File: config.mk
export PLATFORM = sky130hd
export DESIGN_NAME = instr_fetch_unit_flat
export DESIGN_NICKNAME = d
export VERILOG_FILES = /design/src/rtl/instr_fetch_unit_if.sv /design/src/rtl/instr_fetch_unit.sv /design/src/flat_wrapper.sv
export SDC_FILE = /design/constraint.sdc
export NUM_CORES = 1
export LEC_CHECK = 0
export CAP_MARGIN = 10
export CORE_MARGIN = 10
export CORE_UTILIZATION = 49
export CTS_CLUSTER_SIZE = 30
export DETAILED_ROUTE_END_ITERATION = 16
export PLACE_DENSITY = 0.9
export SYNTH_ARGS = -nofsm -noshare
export SYNTH_HDL_FRONTEND = slang
export SYNTH_SLANG_ARGS = --single-unit
File: constraint.sdc
create_clock -name clk -period 4.4 [get_ports clk]
set_input_delay 0.88 -clock clk [delete_from_list [all_inputs] [get_ports clk]]
set_output_delay 0.88 -clock clk [all_outputs]
set_load 0.005 [all_outputs]
File: src/rtl/instr_fetch_unit_if.sv
// Instruction-memory request/ack bus between the fetch unit (master) and imem (slave).
// A raised request holds its address until the cycle the ack arrives.
interface instr_fetch_unit_if;
   logic        imem_req;
   logic [31:0] imem_addr;
   logic        imem_ack;
   logic [31:0] imem_rdata;

   modport master (
      output imem_req,
      output imem_addr,
      input  imem_ack,
      input  imem_rdata
   );

   modport slave (
      input  imem_req,
      input  imem_addr,
      output imem_ack,
      output imem_rdata
   );
endinterface

File: src/rtl/instr_fetch_unit.sv
// Fetch stage: owns the PC, runs a single-outstanding imem handshake, holds one instruction
// across pipeline stalls and applies EX redirects, presenting NOP whenever nothing is valid.
module instr_fetch_unit #(
   parameter logic [31:0] RESET_PC  = 32'h0000_0000,
   parameter logic [31:0] NOP_INSTR = 32'h0000_0013
) (
   input  logic                       clk,
   input  logic                       reset,
   input  logic                       stall,
   input  logic                       redirect_valid,
   input  logic [31:0]                redirect_pc,
   instr_fetch_unit_if.master         imem,
   output logic [31:0]                pc_out,
   output logic [31:0]                pc4_out,
   output logic [31:0]                instr_out,
   output logic                       fetch_valid
);

   typedef enum logic [1:0] {
      IDLE  = 2'd0,
      REQ   = 2'd1,
      FULL  = 2'd2,
      DRAIN = 2'd3
   } state_t;

   state_t      state_q, state_d;
   logic [31:0] pc_q, pc_d;
   logic [31:0] buf_pc_q, buf_pc_d;
   logic [31:0] buf_instr_q, buf_instr_d;
   logic [31:0] drain_addr_q, drain_addr_d;

   logic [31:0] redir_target;
   logic [31:0] pc_plus4;
   logic        unused_redirect_lsbs;

   assign redir_target         = {redirect_pc[31:2], 2'b00};
   assign pc_plus4             = pc_q + 32'd4;
   assign unused_redirect_lsbs = ^redirect_pc[1:0];

   always_ff @(posedge clk or negedge reset) begin
      if (!reset) begin
         state_q      <= IDLE;
         pc_q         <= RESET_PC;
         buf_pc_q     <= '0;
         buf_instr_q  <= NOP_INSTR;
         drain_addr_q <= '0;
      end else begin
         state_q      <= state_d;
         pc_q         <= pc_d;
         buf_pc_q     <= buf_pc_d;
         buf_instr_q  <= buf_instr_d;
         drain_addr_q <= drain_addr_d;
      end
   end

   always_comb begin
      state_d        = state_q;
      pc_d           = pc_q;
      buf_pc_d       = buf_pc_q;
      buf_instr_d    = buf_instr_q;
      drain_addr_d   = drain_addr_q;
      imem.imem_req  = 1'b0;
      imem.imem_addr = pc_q;
      pc_out         = pc_q;
      instr_out      = NOP_INSTR;
      fetch_valid    = 1'b0;

      unique case (state_q)
         IDLE: begin
            if (redirect_valid) pc_d = redir_target;
            state_d = REQ;
         end

         REQ: begin
            imem.imem_req  = 1'b1;
            imem.imem_addr = pc_q;
            if (redirect_valid) begin
               // Old request stays on the bus until acked; pc already holds the target.
               pc_d = redir_target;
               if (!imem.imem_ack) begin
                  drain_addr_d = pc_q;
                  state_d      = DRAIN;
               end
            end else if (imem.imem_ack) begin
               pc_out      = pc_q;
               instr_out   = imem.imem_rdata;
               fetch_valid = 1'b1;
               pc_d        = pc_plus4;
               if (stall) begin
                  buf_pc_d    = pc_q;
                  buf_instr_d = imem.imem_rdata;
                  state_d     = FULL;
               end
            end
         end

         FULL: begin
            if (redirect_valid) begin
               pc_d    = redir_target;
               state_d = REQ;
            end else begin
               pc_out      = buf_pc_q;
               instr_out   = buf_instr_q;
               fetch_valid = 1'b1;
               if (!stall) state_d = REQ;
            end
         end

         DRAIN: begin
            imem.imem_req  = 1'b1;
            imem.imem_addr = drain_addr_q;
            if (redirect_valid) pc_d = redir_target;
            if (imem.imem_ack) state_d = REQ;
         end

         default: state_d = IDLE;
      endcase
   end

   assign pc4_out = pc_out + 32'd4;

endmodule

File: src/flat_wrapper.sv
// flat-port wrapper written by rule: the top's interface ports become plain ports
module instr_fetch_unit_flat 
#(
   parameter logic [31:0] RESET_PC  = 32'h0000_0000,
   parameter logic [31:0] NOP_INSTR = 32'h0000_0013
)
  (clk, reset, stall, redirect_valid, redirect_pc, pc_out, pc4_out, instr_out, fetch_valid, imem_imem_req, imem_imem_addr, imem_imem_ack, imem_imem_rdata);
  instr_fetch_unit_if imem_i ();
  input  logic clk;
  input  logic reset;
  input  logic stall;
  input  logic redirect_valid;
  input  logic [31:0] redirect_pc;
  output logic [31:0] pc_out;
  output logic [31:0] pc4_out;
  output logic [31:0] instr_out;
  output logic fetch_valid;
  output wire logic [$bits(imem_i.imem_req)-1:0] imem_imem_req;
  output wire logic [$bits(imem_i.imem_addr)-1:0] imem_imem_addr;
  input wire logic [$bits(imem_i.imem_ack)-1:0] imem_imem_ack;
  input wire logic [$bits(imem_i.imem_rdata)-1:0] imem_imem_rdata;
  assign imem_imem_req = imem_i.imem_req;
  assign imem_imem_addr = imem_i.imem_addr;
  assign imem_i.imem_ack = imem_imem_ack;
  assign imem_i.imem_rdata = imem_imem_rdata;
  instr_fetch_unit #(.RESET_PC(RESET_PC), .NOP_INSTR(NOP_INSTR)) u_core (.clk(clk), .reset(reset), .stall(stall), .redirect_valid(redirect_valid), .redirect_pc(redirect_pc), .imem(imem_i), .pc_out(pc_out), .pc4_out(pc4_out), .instr_out(instr_out), .fetch_valid(fetch_valid));
endmodule
# After elaboration in Yosys (flattened, before gate mapping)

Index checks and enable logic that the tools add are counted.

Eq/ne operators: 9
Bitwise logic cells: 2
Multiplexer cells: 24
$add $sub $neg: 2
Reduce and logical (&&, ||, !) cells: 7

Operators with widths:

| cell                                                   | count |
|---|---|
| 2-to-1 mux 32 bit                                      | 9 |
| case mux 32 bit (2 select lines)                       | 2 |
| adder 32 x 3 -> 32 bit (second input constant)         | 2 |
| 2-to-1 mux 2 bit                                       | 7 |
| inequality test 3 bit (second input constant)          | 4 |
| case mux 2 bit (4 select lines)                        | 1 |
| AND reduction 5 bit                                    | 1 |
| == test 2 bit (second input constant)                  | 2 |
| 2-to-1 mux 1 bit                                       | 4 |
| AND reduction 4 bit                                    | 1 |
| AND reduction 3 bit                                    | 1 |
| OR reduction 3 bit                                     | 1 |
| == test 2 x 1 -> 1 bit (second input constant)         | 1 |
| zero test 2 bit                                        | 1 |
| inequality test 2 x 1 -> 1 bit (second input constant) | 1 |
| inequality test 2 bit (second input constant)          | 1 |
| inverter 1 bit                                         | 2 |
| case mux 1 bit (2 select lines)                        | 1 |
| AND reduction 2 bit                                    | 1 |
| OR reduction 2 bit                                     | 1 |

Output and inout port bits: 130
Word-level logic and storage cells: 49
Flip-flop bits (word level): 130
Input port bits: 69

# Longest topological paths before layout

Depth in word-level cells: 4
Gate-level depth with buffers: 13
Depth with buffers taken out: 10

# Worst setup path after synthesis

No wires, ideal clock.

Kind: input -> output
From: in redirect_valid
To: out pc4_out[26]
Required time: 3.520 ns
Path slack: 0.569 ns
Path buffers: 3
Stages on the path: 11
Arrival time: 2.951 ns
Cells stage by stage: and2b_2 > buf_6 > clkbuf_1 > buf_1 > nand2_1 > nand2_1 > ha_1 > nand2_2 > nor4_4 > nand3_1 > xnor2_1

Cells in the longest elaborated chain, start to end: 3

RTL lines:

| what                   | line                    | source |
|---|---|---|
| start, declared        | flat_wrapper.sv:12      | `input logic redirect_valid;` |
| 2-to-1 mux 32 bit      | instr_fetch_unit.sv:98  | `if (redirect_valid) begin` |
| 2-to-1 mux 32 bit      | -                       |  |
| via pc_out[3]          | flat_wrapper.sv:14      | `output logic [31:0] pc_out;` |
| adder 32 x 3 -> 32 bit | instr_fetch_unit.sv:120 | `assign pc4_out = pc_out + 32'd4;` |
| end, declared          | flat_wrapper.sv:15      | `output logic [31:0] pc4_out;` |

The timed path passes the listed nets, and every way through them passes these cells.

# Worst setup path after layout

From: reg u_core.state_q[0]
To: out pc4_out[26]

Cells in the longest elaborated chain, start to end: 3

RTL lines:

| what                   | line                    | source |
|---|---|---|
| start, declared        | instr_fetch_unit.sv:26  | `state_t state_q, state_d;` |
| start signal, assigned | instr_fetch_unit.sv:48  | `state_q <= state_d;` |
| == test 2 bit          | instr_fetch_unit.sv:68  | `unique case (state_q)` |
| 2-to-1 mux 32 bit      | -                       |  |
| adder 32 x 3 -> 32 bit | instr_fetch_unit.sv:120 |  |

Every way passes these cells.

==> metrics.md <==
| Metric | Value |
|---|---|
| Max clock buf depth | `2` |
| Synthesis-stage register bit count | `around 120` |
| Synth Area in Simple Gates | `16.79%` |
| Routability Congestion | `between 0.8 and 0.9` |
| Netlist cell types | `around 60` |
| Die area | `20,490 um2` |
| Number of global-route vias before repair | `roughly 6,700` |
| Final hold viol count | `0` |
| Post-Route WL | `between 20,000 and 25,000 um` |
| Clock sink count | `124` |
| Gr ovfl total | `0` |
| First-pass GRT wire length | `about 36,000 um` |
| Clock slew at reported path FFs | `about 50 ps` |
| Synth Area in Adders | `1.010%` |
| Die Wd | `143.1 um` |
| Routed wire per std cell | `20.23 um` |
| Share of post-route cells with drive strength above 1 | `21.38%` |
| XOR/XNOR share of the synthesized area | `4.715%` |
| Avg Cell Area, Syn | `a little under 10 um2` |
| Slew @ Worst Pin | `1069 ps` |
| Post-route cell area | `10,040 um2` |
| DP Area | `9439 um2` |
| Critical Path Start Type | `flip-flop` |
| Initial antenna violation count | `0` |
| Crit-path most repeated cell | `buf_4` |
| Largest net degree at the start of global routing | `65` |
| Crit. End Element | `output port` |
| Worst slew margin | `28.08%` |
| Total number of vias | `6,494` |
| Placed Cells | `1,096` |
| P&R area growth vs syn | `35.12%` |
| Max-Cap Viols | `0` |
| Commonest cells after routing, fill and taps aside | `clkdlybuf4s50_1, dfrtp_1, nand2_1, mux2_2, nor2_1` |
| Largest fanout on the critical path | `10` |
| Largest stage delay, worst path | `560 ps` |
| Post-layout nets | `approximately 1,000` |
| Slowest cell on the critical path | `clkdlybuf4s50_1` |
| Most common cell after layout, fill and taps aside | `clkdlybuf4s50_1` |
| Worst hold-check path type | `flip-flop to flip-flop` |
| Pre-Repair DR Iteration Count | `7` |
| Root Driver | `clkbuf_16` |
| Final setup vio count | `0` |
| RSZ-0062 raised after global routing | `false` |
| Slew Limit Fails | `0` |
| Mapped Area | `7431 um2` |
| EDFF count, synth | `0` |
| Num CTS Buffers | `17` |
| Worst Skew | `7.332 ps` |
| IR drop worst, VDD | `0.3767 mV` |
| Sequential area share after synthesis | `41.81%` |
| Worst hold margin | `a little under 500 ps` |
| Rows | `44` |
| Starting Density | `50.55%` |
| Die Span Y | `143.1 um` |
| Period minus WS final | `about 4300 ps` |
| Final HPWL DP | `16,880 um` |
| Leak Pwr | `between 0.004 and 0.005 uW` |
| Final cell count without fillers | `1,130` |
| Status | `completed` |
| Cells after Synth | `760` |
| Crit path cell chain | `inv_1, ha_1, and2b_4, buf_4, and3_2, o211ai_4, nor4_4, buf_4, nand3_1, xnor2_1, clkdlybuf4s50_1` |
| Final ANT Viol Nets | `0` |
| Core area | `14,700 um2` |
| Drt via density | `5.747` |
| Residual DRC | `0` |
| Post-Route Setup TNS | `0 ps` |
| Fmax | `about 240 MHz` |
| Mux contribution to synthesized area | `21.62%` |
| Quantity of hold-fixing buffers added after cts | `0` |
| Period utilization | `96.70%` |
| Max H-tree Level | `4` |
| CP Data Arrival Time | `3370 ps` |
| DRT iter0 DRCs | `462` |
| Top_reg_cell synth | `dfrtp_1` |
| Critical path class | `flip-flop to output port` |
| Post-synth top area cell | `dfrtp_1` |
| GR Util All Layers | `22.08%` |
| Synth warn | `0` |
| Port bufs | `190` |
| Share of flip-flops with an asynchronous set or reset | `between 90% and 100%` |
| Yosys top cell area share | `40.75%` |
| I/O Pins | `199` |
| CTS tree | `built` |
| Largest family of logic cells by synthesized area | `multiplexers` |
| PD cells | `611.7 nW/um2` |
| Required time of the worst setup path | `3520 ps` |
| Ranking of synthesized cells by area | `dfrtp_1, mux2_2, nand2_1, nor2_1, xnor2_1` |
| Synth Area in Compound Gates | `8.823%` |
| Clk_lat worst skew | `420 ps` |
[layout make-up]
cell class | instances | area [um2]
Antenna cell | 1 | 2.502
Clock buffer | 19 | 442.9
Timing Repair Buffer | 212 | 2097
Fill cell | 1090 | 4658
Tap cell | 184 | 230.2
Multi-Input combinational cell | 563 | 3984
Clock inverter | 13 | 125.1
Sequential cell | 124 | 3107
Inverter | 14 | 52.55
[per-layer routing]
layer,vias to the layer above,routed length (um),track usage [%],share of wire (%)
met5,-,0,0,0
met4,0,637,8.958,2.8
met3,51,2662,9.088,12
met2,340,10770,34.96,47
met1,3129,8787,26.07,38
li1,2974,-,-,-
[cells in the mapped netlist (2+ instances only)]
master	number
nand3b_1	5
nor4_1	4
and4_1	4
a22oi_1	29
mux2_1	2
inv_1	14
buf_1	3
or2_2	2
ha_1	6
nand4_1	9
nor2_1	66
nand2_1	122
a31oi_1	6
mux2_2	119
nand3_1	21
xnor2_1	26
o22ai_1	3
and2b_2	2
mux2i_4	4
nor3_1	12
o21ai_0	31
clkbuf_8	2
dfstp_2	3
a211oi_1	3
clkbuf_1	31
nand2b_1	2
o32ai_1	3
xor2_1	14
and3_1	5
mux2i_1	14
o31ai_1	2
dfrtp_1	121
buf_2	18
buf_6	2
buf_4	6
and3_2	4
a21oi_1	17
nor2b_1	2
[critical path, delay by kind of cell (launching register included)]
family          cells  cell delay (ps)
buf+inv             4             1010
fa+ha+maj           1              230
xor+xnor            1              180
compound gates      1              180
simple gates        4              930
flops               1              430
[sequential cells by signal, summed over array words and instances, names as in the netlist]
register	flops
u_core.buf_pc_q	30
u_core.pc_q	30
u_core.buf_instr_q	32
u_core.drain_addr_q	30
u_core.state_q	2
[report_power, final]
group	internal (uW)	switching [uW]
clock network	838	516
logic	1590	1210
registers	1630	358
total	4050	2090
[through the flow]
step / setup slack, ps / utilization (%) / total power [uW]
CTS: 26.75 / 68.22 / 6171
global placement: 164.6 / 64.22 / 4681
floorplan: 568.6 / - / 3421
detailed placement: 67.79 / 64.22 / 4797
global route: 1.797 / 68.29 / 6511
finish: 145.2 / 68.31 / 6142
[final timing paths]
kind                                              start                 endpoint  slack [ps]  depth (start not counted)
worst max-delay path                  u_core.state_q[0]              pc4_out[26]         150                         11
worst min-delay path            u_core.drain_addr_q[23]  u_core.drain_addr_q[23]         490                          1
worst max register to register        u_core.state_q[1]          u_core.pc_q[25]        1550                          8
worst min register to register  u_core.drain_addr_q[23]  u_core.drain_addr_q[23]         490                          1
max in group asynchronous                         reset   u_core.drain_addr_q[3]        3020                          2
min in group asynchronous                         reset  u_core.drain_addr_q[19]         540                          1
[kinds of logic after synthesis]
kind of cell               after synthesis
xor gates and xnor gates                40
and+or+nand+nor                        271
DFF                                    124
muxes                                  140
buffers and inverters                   78
AOI/OAI and AO/OA                      100
adders and majority gates                6
other                                    1
[repair_timing]
action | 4_1_cts | 5_1_grt
resized for setup | 2 | 3
pin swaps | 1 | 0
hold endpoints to repair | 0 | 0
setup buffers | 1 | 0
gates cloned | 0 | 0
setup endpoints to repair | 3 | 9
Note: power is estimated with default switching activity, not from simulation.
